$ cat src/rtl/ps2_scancode_decoder.sv
// ps2_scancode_decoder
//   Turns the PS/2 receiver's byte stream into clean key events. The receiver
//   raises a byte-ready level (flag) in its own clock domain; that level is
//   synchronised and edge-detected here. Set-2 sequences are assembled:
//   make, break (F0), extended (E0) and the 8-byte Pause sequence (E1 ...).
//   Each completed sequence produces one single-cycle pulse.
//
// Ports
//   clock          system clock
//   reset          asynchronous active-low reset
//   Key_code[7:0]  byte from the receiver, stable while flag is high
//   flag           byte-ready level, asynchronous to clock
//   key_valid      one-cycle pulse: key event on key_code/key_extended/key_release
//   key_code[7:0]  final scan-code byte of the last event (held)
//   key_extended   last event was E0-prefixed (held)
//   key_release    last event was a break (held)
//   pause_pressed  one-cycle pulse: full Pause sequence consumed
//   seq_error      one-cycle pulse: malformed sequence or inter-byte timeout
module ps2_scancode_decoder #(
    parameter int TIMEOUT_CYCLES = 500000
) (
    input  logic       clock,
    input  logic       reset,
    input  logic [7:0] Key_code,
    input  logic       flag,
    output logic       key_valid,
    output logic [7:0] key_code,
    output logic       key_extended,
    output logic       key_release,
    output logic       pause_pressed,
    output logic       seq_error
);
    localparam int CW = $clog2(TIMEOUT_CYCLES + 1);

    localparam logic [2:0] IDLE    = 3'd0;
    localparam logic [2:0] EXT     = 3'd1;
    localparam logic [2:0] BRK     = 3'd2;
    localparam logic [2:0] EXT_BRK = 3'd3;
    localparam logic [2:0] PAUSE   = 3'd4;

    // Synchroniser + delay flop. All reset high so a flag that is already
    // high when reset releases does not look like a rising edge.
    logic s1, s2, s3;
    logic byte_stb;

    always_ff @(posedge clock or negedge reset) begin
        if (!reset) begin
            s1 <= 1'b1;
            s2 <= 1'b1;
            s3 <= 1'b1;
        end else begin
            s1 <= flag;
            s2 <= s1;
            s3 <= s2;
        end
    end

    assign byte_stb = s2 & ~s3;

    logic [2:0]    state, state_nx;
    logic [2:0]    skip_cnt, skip_nx;
    logic [CW-1:0] to_cnt;
    logic          timeout;
    logic          ev_key, ev_ext, ev_rel, ev_pause, ev_err;
    logic          is_bad;

    // Fires in the cycle whose closing edge would make the count reach
    // TIMEOUT_CYCLES, so the error pulse lands exactly that many edges
    // after the strobe that left IDLE.
    assign timeout = (state != IDLE) && (to_cnt == CW'(TIMEOUT_CYCLES - 1));
    assign is_bad  = (Key_code == 8'h00) || (Key_code == 8'hFF);

    always_comb begin
        state_nx = state;
        skip_nx  = skip_cnt;
        ev_key   = 1'b0;
        ev_ext   = 1'b0;
        ev_rel   = 1'b0;
        ev_pause = 1'b0;
        ev_err   = 1'b0;
        if (byte_stb) begin
            // A byte arriving in the timeout cycle takes priority.
            case (state)
                IDLE: begin
                    if (Key_code == 8'hE0) begin
                        state_nx = EXT;
                    end else if (Key_code == 8'hF0) begin
                        state_nx = BRK;
                    end else if (Key_code == 8'hE1) begin
                        state_nx = PAUSE;
                        skip_nx  = 3'd7;
                    end else if (is_bad) begin
                        ev_err = 1'b1;
                    end else if (Key_code == 8'hAA || Key_code == 8'hFA ||
                                 Key_code == 8'hEE) begin
                        // BAT / ACK / echo responses carry no key information
                    end else begin
                        ev_key = 1'b1;
                    end
                end
                EXT, BRK, EXT_BRK: begin
                    if (is_bad) begin
                        ev_err   = 1'b1;
                        state_nx = IDLE;
                    end else if (Key_code == 8'hE1) begin
                        // Abandon the partial sequence but still swallow Pause
                        ev_err   = 1'b1;
                        state_nx = PAUSE;
                        skip_nx  = 3'd7;
                    end else if (Key_code == 8'hF0) begin
                        if (state == EXT) begin
                            state_nx = EXT_BRK;
                        end else begin
                            ev_err   = 1'b1;
                            state_nx = IDLE;
                        end
                    end else if (Key_code == 8'hE0) begin
                        ev_err   = 1'b1;
                        state_nx = (state == BRK) ? IDLE : EXT;
                    end else begin
                        ev_key   = 1'b1;
                        ev_ext   = (state != BRK);
                        ev_rel   = (state != EXT);
                        state_nx = IDLE;
                    end
                end
                PAUSE: begin
                    skip_nx = skip_cnt - 3'd1;
                    if (skip_cnt == 3'd1) begin
                        ev_pause = 1'b1;
                        state_nx = IDLE;
                    end
                end
                default: state_nx = IDLE;
            endcase
        end else if (timeout) begin
            ev_err   = 1'b1;
            state_nx = IDLE;
        end
    end

    always_ff @(posedge clock or negedge reset) begin
        if (!reset) begin
            state         <= IDLE;
            skip_cnt      <= 3'd0;
            to_cnt        <= '0;
            key_valid     <= 1'b0;
            key_code      <= 8'h00;
            key_extended  <= 1'b0;
            key_release   <= 1'b0;
            pause_pressed <= 1'b0;
            seq_error     <= 1'b0;
        end else begin
            state         <= state_nx;
            skip_cnt      <= skip_nx;
            to_cnt        <= (byte_stb || timeout || state == IDLE) ? '0 : to_cnt + CW'(1);
            key_valid     <= ev_key;
            pause_pressed <= ev_pause;
            seq_error     <= ev_err;
            if (ev_key) begin
                key_code     <= Key_code;
                key_extended <= ev_ext;
                key_release  <= ev_rel;
            end
        end
    end
endmodule

$ cat config.mk
export PLATFORM = sky130hd
export DESIGN_NAME = ps2_scancode_decoder
export DESIGN_NICKNAME = d
export VERILOG_FILES = /design/src/rtl/ps2_scancode_decoder.sv
export SDC_FILE = /design/constraint.sdc
export NUM_CORES = 1
export LEC_CHECK = 0
export CORE_MARGIN = 4
export CORE_UTILIZATION = 41
export DETAILED_ROUTE_END_ITERATION = 10
export HOLD_SLACK_MARGIN = 0.03
export PLACE_DENSITY = 0.57
export SLEW_MARGIN = 15
export SYNTH_ARGS = -nofsm -noshare
export SYNTH_HDL_FRONTEND = slang
export SYNTH_SLANG_ARGS = --single-unit
$ cat constraint.sdc
create_clock -name clock -period 2.15 [get_ports clock]
set_clock_uncertainty 0.15 [all_clocks]
set_input_delay 0.5375 -clock clock [delete_from_list [all_inputs] [get_ports clock]]
set_output_delay 0.5375 -clock clock [all_outputs]
set_load 0.01 [all_outputs]
==> results of run 1 <==
## cells in the mapped netlist, drive strengths merged
library cell	n	area (µm²)
and3	5	32.5
nor3b	1	7.51
nor2b	2	12.5
a22o	3	26.3
a21o	1	7.51
ha	3	37.5
a21boi	1	7.51
nand2	18	70.1
clkbuf	2	7.51
or3	2	12.5
or2	1	6.26
and4	4	35.0
nand2b	4	25.0
nand4	8	56.3
a2bb2oi	2	17.5
inv	4	15.0
dfstp	3	78.8
nor4	2	12.5
o22ai	1	6.26
xor2	7	61.3
or4	3	22.5
a21oi	1	5.00
dfrtp	38	951
buf	4	35.0
a31oi	2	18.8
xnor2	11	96.3
nor4bb	1	10.0
o21ai	8	40.0
o21a	2	15.0
nor3	4	20.0
a211oi	1	7.51
a22oi	1	7.51
nor2	35	131
nand3	9	45.0
a2bb2o	1	10.0
mux2	8	116
nand3b	1	7.51
## how the worst min path moves through the flow
stage,end,cells past startpoint
after CTS,to_cnt[3]$_DFF_PN0_,2
after detailed placement,s2$_DFF_PN1_,0
after global routing,key_code[4]$_DFFE_PN0P_,2
final,key_code[5]$_DFFE_PN0P_,2
after floorplan,key_code[0]$_DFFE_PN0P_,0
after global placement,s2$_DFF_PN1_,0
## routing by layer
metal,part of all wire,vias to the layer above,track usage
li1,-,811,-
met1,0.44,765,0.191
met2,0.50,25,0.276
met3,0.034,10,0.0442
met4,0.024,0,0.0808
met5,0,-,0
## repair_timing
action | 4_1_cts | 5_1_grt
pin swaps | 5 | 1
resized for setup | 18 | 3
endpoints found under the setup margin | 10 | 16
setup buffers | 1 | 0
## stage by stage
| step | util | cells | TNS, ns | hold slack [ns] | instance area [µm²] |
|---|---|---|---|---|---|
| after global placement | 0.522 | 311 | -5.12 | 0.196 | 2510 |
| after detailed placement | 0.522 | 311 | -5.24 | 0.197 | 2510 |
| final | 0.560 | 320 | 0 | 0.131 | 2700 |
| after global routing | 0.560 | 320 | 0 | 0.177 | 2700 |
| after CTS | 0.558 | 320 | 0 | 0.152 | 2690 |
| after floorplan | - | 204 | 0 | 0.0919 | 2070 |
## worst register-to-register path, stage by stage, from the launching register on
cell	delay (ns)
sky130_fd_sc_hd__dfrtp_1	0.42
sky130_fd_sc_hd__or4_1	0.54
sky130_fd_sc_hd__nor2_1	0.18
sky130_fd_sc_hd__a31oi_2	0.21
sky130_fd_sc_hd__a21o_1	0.20
sky130_fd_sc_hd__a22o_1	0.17
## state kept, by name, indices dropped and copies added (netlist names), 3 cells and up
register	count
state	3
key_code	8
to_cnt	19
skip_cnt	3
## area by class of cell
class | instances | share of cell area
sequential | 41 | 0.382
tap | 67 | 0.0311
clock inverter | 3 | 0.0255
multi-input combinational | 153 | 0.380
inverter | 4 | 0.00557
timing repair buffer | 47 | 0.151
clock buffer | 5 | 0.0255
## layout by cell type, fill, tap and decap left out, types with 3 or more instances in the layout
master	netlist	layout
sky130_fd_sc_hd__o21ai_0	6	6
sky130_fd_sc_hd__clkdlybuf4s50_1	0	14
sky130_fd_sc_hd__nor3_1	4	4
sky130_fd_sc_hd__nand3_1	9	9
sky130_fd_sc_hd__xnor2_1	11	11
sky130_fd_sc_hd__nand2_1	17	17
sky130_fd_sc_hd__dfstp_2	3	3
sky130_fd_sc_hd__buf_4	1	22
sky130_fd_sc_hd__a22o_1	3	3
sky130_fd_sc_hd__nand2b_1	4	4
sky130_fd_sc_hd__nor2_1	35	32
sky130_fd_sc_hd__mux2_4	7	7
sky130_fd_sc_hd__dfrtp_1	38	38
sky130_fd_sc_hd__ha_1	3	3
sky130_fd_sc_hd__xor2_1	7	7
sky130_fd_sc_hd__dlygate4sd2_1	0	7
sky130_fd_sc_hd__and3_1	4	4
sky130_fd_sc_hd__nand4_1	7	7
sky130_fd_sc_hd__clkbuf_8	0	5
sky130_fd_sc_hd__inv_1	4	4
sky130_fd_sc_hd__and4_1	4	4
## kinds of logic (layout without fill, tap and decap cells)
group / count (synthesis) / in the layout / synth area share
AND/OR/NAND/NOR: 100 / 100 / 0.244
buffers and inverters: 10 / 59 / 0.0277
adder cells (fa/ha/maj): 3 / 3 / 0.0181
AO/OA/AOI/OAI: 24 / 24 / 0.0814
multiplexers: 8 / 8 / 0.0561
XOR/XNOR: 18 / 18 / 0.0760
flip-flops: 41 / 41 / 0.496
## where the power goes
part | switching, W | internal (W) | total [W]
registers | 0.0000216 | 0.000807 | 0.000829
logic | 0.0000998 | 0.000132 | 0.000232
clock network | 0.000282 | 0.000467 | 0.000749
total | 0.000404 | 0.00141 | 0.00181
==> results.ini, run 1 <==
[timing]
setup_viol_count_final=0
rsz0062_at_grt=no
setup_ws_ns=0.0677
finalCriticalPeriod_ns=2.08
worstMarginPinSlew_ns=0.516
relSlewSlack=0.656
final_max_tran_viols=0
fin_crit_sh=0.968
hold_viol=0
maxClockFrequency_mhz=480

[setup_path]
timing.critical_path.from=Key_code[4]
worst_r2r_endpoint=state[2]$_DFFE_PN0P_
max_stage_delay_ns=0.56
r2r_setup_slack_ns=0.18
worst-path-buf-inv=2
critical_path.max_fanout=5
cp-endpoint=key_code[3]$_DFFE_PN0P_
cp-end-kind=register
critical_path_required_ns=2.19
r2r-start=to_cnt[9]$_DFF_PN0_
slowest_stage=sky130_fd_sc_hd__or4_4
crit_arrival_ns=2.12
crit_chain=dlygate4sd2_1, or4_4, nor2_4, o21ai_2, nand4_2, buf_6, mux2_4
critical_path_depth=7
critical_path.top_delay_family=simple AND/OR/NAND/NOR gates
path_class=primary input to register
worst-r2r-cell-count=5
cp-start-kind=primary input

[routing]
detail_route.iter0.violations=78
routedWlPerCell_um=14.0
num_vias=1611
detail_route.drc_violations=0
detail_route.wirelength_um=4470
drt_pre_antenna_iters=4
post_drt_via_cell_ratio=5.03
route.antenna.remaining_nets=0

[clocking]
clock-sinks=41
clk_latency_ns=0.30
cts_buffers=5
clkSlewWorstSetupHoldPaths_ns=0.08
cts.hold.buffers_added=0
clock_tree_root=sky130_fd_sc_hd__clkbuf_8
max-clock-path-buffers=2
clock_tree_from_tritoncts=built
h_tree_levels=2

[die]
start_util=0.431
fp.dieArea_mm2=0.00626
die_height_um=79.1
die-width_um=79.1
placement_rows=25
placeableCoreArea_mm2=0.00482
io_pins=24

[outcome]
status=finished clean

[synth]
post_synth_instance_area_mm2=0.00207
synth_fp_nets=218
avgSynthCellArea_um2=10.2
synth-warning-count=0
cells_after_synth=204
ys_types=45
synth_seq_area_share=0.496
ys_seq_elements=41

[power_and_ir_drop]
power.static_leakage_nw=1.16
power.density_cell_area_mw_per_mm2=671
irDropWorstVdd_mv=0.425
power_after_layout_w=0.00181

[final_layout]
final_net_count=266
layout-drive-gt1-share=0.221
layout.area.seq_mm2=0.00103
antenna_cells_inserted=0
multi_input_area_mm2=0.00102
synthToLayoutAreaGrowth_pct=30.0
fillers=442

[placement]
portBuffers=23
post-dp-hpwl_um=3190
finalWeightedCongestion=0.828
place_worst_setup_slack_ns=-0.454

[min_path]
holdCritPathClass=primary input to asynchronous set/reset pin

[grt]
grt_antenna_before_repair=0
global_route_usage_over_all_layers=0.164
pin_count_of_the_biggest_net_entering_global_routing=42
global_route.overflow_total=0
grt_pass1_vias=1785
global_route_wire_length_before_repair_um=8020

[job]
max_cap_violations=0

No activity file was read; power rests on OpenSTA's default activity.
==> inputs of run 2 (changes only) <==
--- a/config.mk
+++ b/config.mk
@@ -5,9 +5,12 @@
 export SDC_FILE = /design/constraint.sdc
 export NUM_CORES = 1
 export LEC_CHECK = 0
+export ABC_AREA = 1
+export CORE_ASPECT_RATIO = 0.5
 export CORE_MARGIN = 4
 export CORE_UTILIZATION = 41
 export DETAILED_ROUTE_END_ITERATION = 10
+export GPL_TIMING_DRIVEN = 0
 export HOLD_SLACK_MARGIN = 0.03
 export PLACE_DENSITY = 0.57
 export SLEW_MARGIN = 15
==> run 2 against run 1 <==
Net effect:
- fmax increased by 2.5%
- sequential share of layout area decreased by 2.4 points
- critical endpoint is now key_code[7]$_DFFE_PN0P_
- area after synthesis increased by 13%
- routed wire length increased by 7.6%
- highest routed layer unchanged
- core utilization decreased by 3.6 points
- largest cell class is now multi-input combinational cells
- register-to-register slack improved by 0.02 ns
- sequential power increased by 8.6%
- via count increased by 19%
- clock-buffer cell count increased by 2
- power increased by 21%
==> results.ini, run 2 <==
[routing]
detail_route.drc_violations=0  ; unchanged
num_vias=1917  ; was 1,611
drt_pre_antenna_iters=4  ; unchanged
detail_route.wirelength_um=4810  ; was 4470 µm
routedWlPerCell_um=12.2  ; was 14.0 µm
route.antenna.remaining_nets=0  ; unchanged
post_drt_via_cell_ratio=4.85  ; was 5.03
detail_route.iter0.violations=58  ; was 78

[power_and_ir_drop]
power_after_layout_w=0.00219  ; was 0.00181 W
power.density_cell_area_mw_per_mm2=761  ; was 671 mW/mm²
power.static_leakage_nw=1.35  ; was 1.16 nW
irDropWorstVdd_mv=0.366  ; was 0.425 mV

[final_layout]
count_of_placed_standard_cells_in_the_final_layout_fillers_left_out=395  ; was 320
top_regs=to_cnt x19, key_code x8  ; unchanged
synthToLayoutAreaGrowth_pct=22.9  ; was 30.0%
regMostFlops=to_cnt  ; unchanged
multi_input_area_mm2=0.00114  ; was 0.00102 mm²
layout-drive-gt1-share=0.211  ; was 0.221
layout.area.seq_mm2=0.00103  ; unchanged
largest_reg_flops=19  ; unchanged
antenna_cells_inserted=0  ; unchanged
final_net_count=335  ; was 266
most-common-layout-cells=sky130_fd_sc_hd__nand2_1 (54), sky130_fd_sc_hd__nor2_1 (39), sky130_fd_sc_hd__dfrtp_1 (38), sky130_fd_sc_hd__inv_1 (29), sky130_fd_sc_hd__nand2_2 (25)  ; was sky130_fd_sc_hd__dfrtp_1 (38), sky130_fd_sc_hd__nor2_1 (32), sky130_fd_sc_hd__buf_4 (22), sky130_fd_sc_hd__nand2_1 (17), sky130_fd_sc_hd__clkdlybuf4s50_1 (14)
most_common_cell_after_layout_fill_and_taps_aside=sky130_fd_sc_hd__nand2_1  ; was sky130_fd_sc_hd__dfrtp_1
fillers=534  ; was 442

[synth]
yosys.cell_count.top_type=sky130_fd_sc_hd__nand2_1  ; was sky130_fd_sc_hd__dfrtp_1
ys_top_cells_by_area=sky130_fd_sc_hd__dfrtp_1 (41%), sky130_fd_sc_hd__nand2_1 (8.7%), sky130_fd_sc_hd__nand2_2 (6.7%)  ; was sky130_fd_sc_hd__dfrtp_1 (46%), sky130_fd_sc_hd__nor2_1 (6.3%), sky130_fd_sc_hd__mux2_4 (5.1%)
synth_fp_nets=303  ; was 218
synth_simple_gate_area_frac=0.384  ; was 0.244
cells_after_synth=289  ; was 204
synth_flop_cell=sky130_fd_sc_hd__dfrtp_1  ; unchanged
synth-edff-count=0  ; unchanged
fraction_of_the_mapped_netlist_area_in_compound_gates=0.0422  ; was 0.0814
netlist.top_cell.by_area=sky130_fd_sc_hd__dfrtp_1  ; unchanged
post_synth_instance_area_mm2=0.00234  ; was 0.00207 mm²
synth_async_sr_flop_share=1.00  ; unchanged
synth.area.mux_share=0  ; was 0.0561
synth_seq_area_share=0.440  ; was 0.496
synth_top_area_frac=0.406  ; was 0.458
avgSynthCellArea_um2=8.10  ; was 10.2 µm²
ys_seq_elements=41  ; unchanged
ys_types=32  ; was 45
adder_and_majority_cell_fraction_of_the_synthesized_area=0.0160  ; was 0.0181
yosys-top-cells-count=sky130_fd_sc_hd__nand2_1 (54), sky130_fd_sc_hd__nor2_1 (39), sky130_fd_sc_hd__dfrtp_1 (38)  ; was sky130_fd_sc_hd__dfrtp_1 (38), sky130_fd_sc_hd__nor2_1 (35), sky130_fd_sc_hd__nand2_1 (17)
synth-warning-count=0  ; unchanged
yosys.area_share.xor_xnor=0.0449  ; was 0.0760
largest_family_of_logic_cells_by_synthesized_area=simple AND/OR/NAND/NOR gates  ; unchanged

[grt]
global_route.overflow_total=0  ; unchanged
grt_pass1_vias=1868  ; was 1,785
grt_antenna_before_repair=0  ; unchanged
pin_count_of_the_biggest_net_entering_global_routing=22  ; was 42
global_route_wire_length_before_repair_um=8400  ; was 8020 µm
global_route_usage_over_all_layers=0.153  ; was 0.164

[setup_path]
crit_path_frequent_cell=sky130_fd_sc_hd__nand2_2
critical_path_required_ns=2.17  ; was 2.19 ns
critical_path.max_fanout=5  ; unchanged
crit_arrival_ns=2.05  ; was 2.12 ns
path_class=primary input to register  ; unchanged
max_stage_delay_ns=0.54  ; was 0.56 ns
cp-end-kind=register  ; unchanged
cp-start-kind=primary input  ; unchanged
slowest_stage=sky130_fd_sc_hd__clkdlybuf4s50_1  ; was sky130_fd_sc_hd__or4_4
crit_chain=clkdlybuf4s50_1, nand2_2, nor2_4, nand2_1, o21ai_2, nor2_2, nand3_2, nand2_4, buf_4, nand3_1, nand2_2  ; was dlygate4sd2_1, or4_4, nor2_4, o21ai_2, nand4_2, buf_6, mux2_4

[placement]
place_worst_setup_slack_ns=-0.259  ; was -0.454 ns
portBuffers=23  ; unchanged
post-dp-hpwl_um=3610  ; was 3190 µm
place.detailed.instances=386  ; was 311
finalWeightedCongestion=0.833  ; was 0.828

[die]
start_util=0.426  ; was 0.431
placement_rows=19  ; was 25
placeableCoreArea_mm2=0.00549  ; was 0.00482 mm²
die-width_um=115  ; was 79.1 µm
fp.dieArea_mm2=0.00705  ; was 0.00626 mm²
die_height_um=61.4  ; was 79.1 µm
io_pins=24  ; unchanged

[clocking]
clock_tree_root=sky130_fd_sc_hd__clkbuf_16  ; was sky130_fd_sc_hd__clkbuf_8
h_tree_levels=2  ; unchanged
max-clock-path-buffers=2  ; unchanged
cts.hold.buffers_added=0  ; unchanged
cts_buffers=5  ; unchanged
clk_latency_ns=0.28  ; was 0.30 ns
clock_tree_from_tritoncts=built  ; unchanged
clkSlewWorstSetupHoldPaths_ns=0.06  ; was 0.08 ns
clock-sinks=41  ; unchanged

[timing]
worstMarginPinSlew_ns=0.512  ; was 0.516 ns
fin_crit_sh=0.945  ; was 0.968
maxClockFrequency_mhz=492  ; was 480 MHz
holdWs_ns=0.0746  ; was 0.131 ns
hold_viol=0  ; unchanged
finalCriticalPeriod_ns=2.03  ; was 2.08 ns
setup_viol_count_final=0  ; unchanged
setup_ws_ns=0.119  ; was 0.0677 ns
relSlewSlack=0.659  ; was 0.656
final_max_tran_viols=0  ; unchanged

[min_path]
holdCritPathClass=primary input to asynchronous set/reset pin  ; unchanged

[job]
max_cap_violations=0  ; unchanged

[outcome]
status=finished clean  ; unchanged

[run 2: cell types whose count changed in the layout (fill, tap and decap cells not counted), moves of 11 or more]
cell and change:
sky130_fd_sc_hd__nand2_1 +37, sky130_fd_sc_hd__buf_4 -21, sky130_fd_sc_hd__inv_1 +25, sky130_fd_sc_hd__nand2_2 +25, sky130_fd_sc_hd__nand3_1 +11
[run 2: final timing paths]
| check | startpoint | to | slack [ns] | cells after the start |
|---|---|---|---|---|
| min in group clock | s1$_DFF_PN1_ | s2$_DFF_PN1_ | 0.20 | 0 |
| worst max register to register | to_cnt[0]$_DFF_PN0_ | to_cnt[16]$_DFF_PN0_ | 0.20 | 10 |
| worst min-delay path | reset | to_cnt[9]$_DFF_PN0_ | 0.07 | 1 |
| worst min register to register | s1$_DFF_PN1_ | s2$_DFF_PN1_ | 0.20 | 0 |
| worst max-delay path | Key_code[7] | key_code[7]$_DFFE_PN0P_ | 0.12 | 11 |
| max in group asynchronous | reset | key_code[6]$_DFFE_PN0P_ | 1.30 | 2 |
[run 2: area by class of cell]
class | count | share of cell area
buffer | 3 | 0.0122
clock buffer | 7 | 0.0496
clock inverter | 1 | 0.0104
inverter | 36 | 0.0470
multi-input combinational | 209 | 0.396
sequential | 41 | 0.358
tap | 73 | 0.0318
timing repair buffer | 25 | 0.0948
[run 2: report_power, final]
part           leakage, nW  total (W)  internal (W)  switching (W)
clock network       0.0841   0.000871      0.000580       0.000291
logic                0.725   0.000417      0.000195       0.000223
registers            0.538   0.000900      0.000850      0.0000506
[run 2: worst max-delay path, delay by kind of cell]
kind	cells	cell delay (ns)
AO/OA/AOI/OAI	1	0.10
AND/OR/NAND/NOR	8	0.72
buffers and inverters	2	0.70
[run 2: per-stage QoR]
step                      setup TNS (ns)  instance area, µm²   util
after global placement            -27.83                2660  0.485
after detailed placement           -3.07                2680  0.489
final                                  0                2880  0.524
after floorplan                        0                2340      -
after CTS                              0                2860  0.520
after global routing            -0.00743                2880  0.524
[run 2: logic make-up (layout without fill, tap and decap cells)]
kind of cell | count (synthesis) | count (layout)
compound gates | 16 | 16
fa+ha+maj | 3 | 3
xor+xnor | 12 | 12
simple gates | 178 | 178
flops | 41 | 41
buf+inv | 39 | 72
[run 2: metal layers]
metal  track usage  wire [µm]  vias to the layer above
met5             0          0                        -
met4        0.0585         65                        0
met3        0.0402        169                        8
met2         0.268       2310                       26
met1         0.186       2270                      907
li1              -          -                      976
[run 2: timing repair]
item,CTS,global route
resized for setup,0,5
setup endpoints to repair,0,10
endpoints found under the hold margin,0,0
buffers inserted,0,1
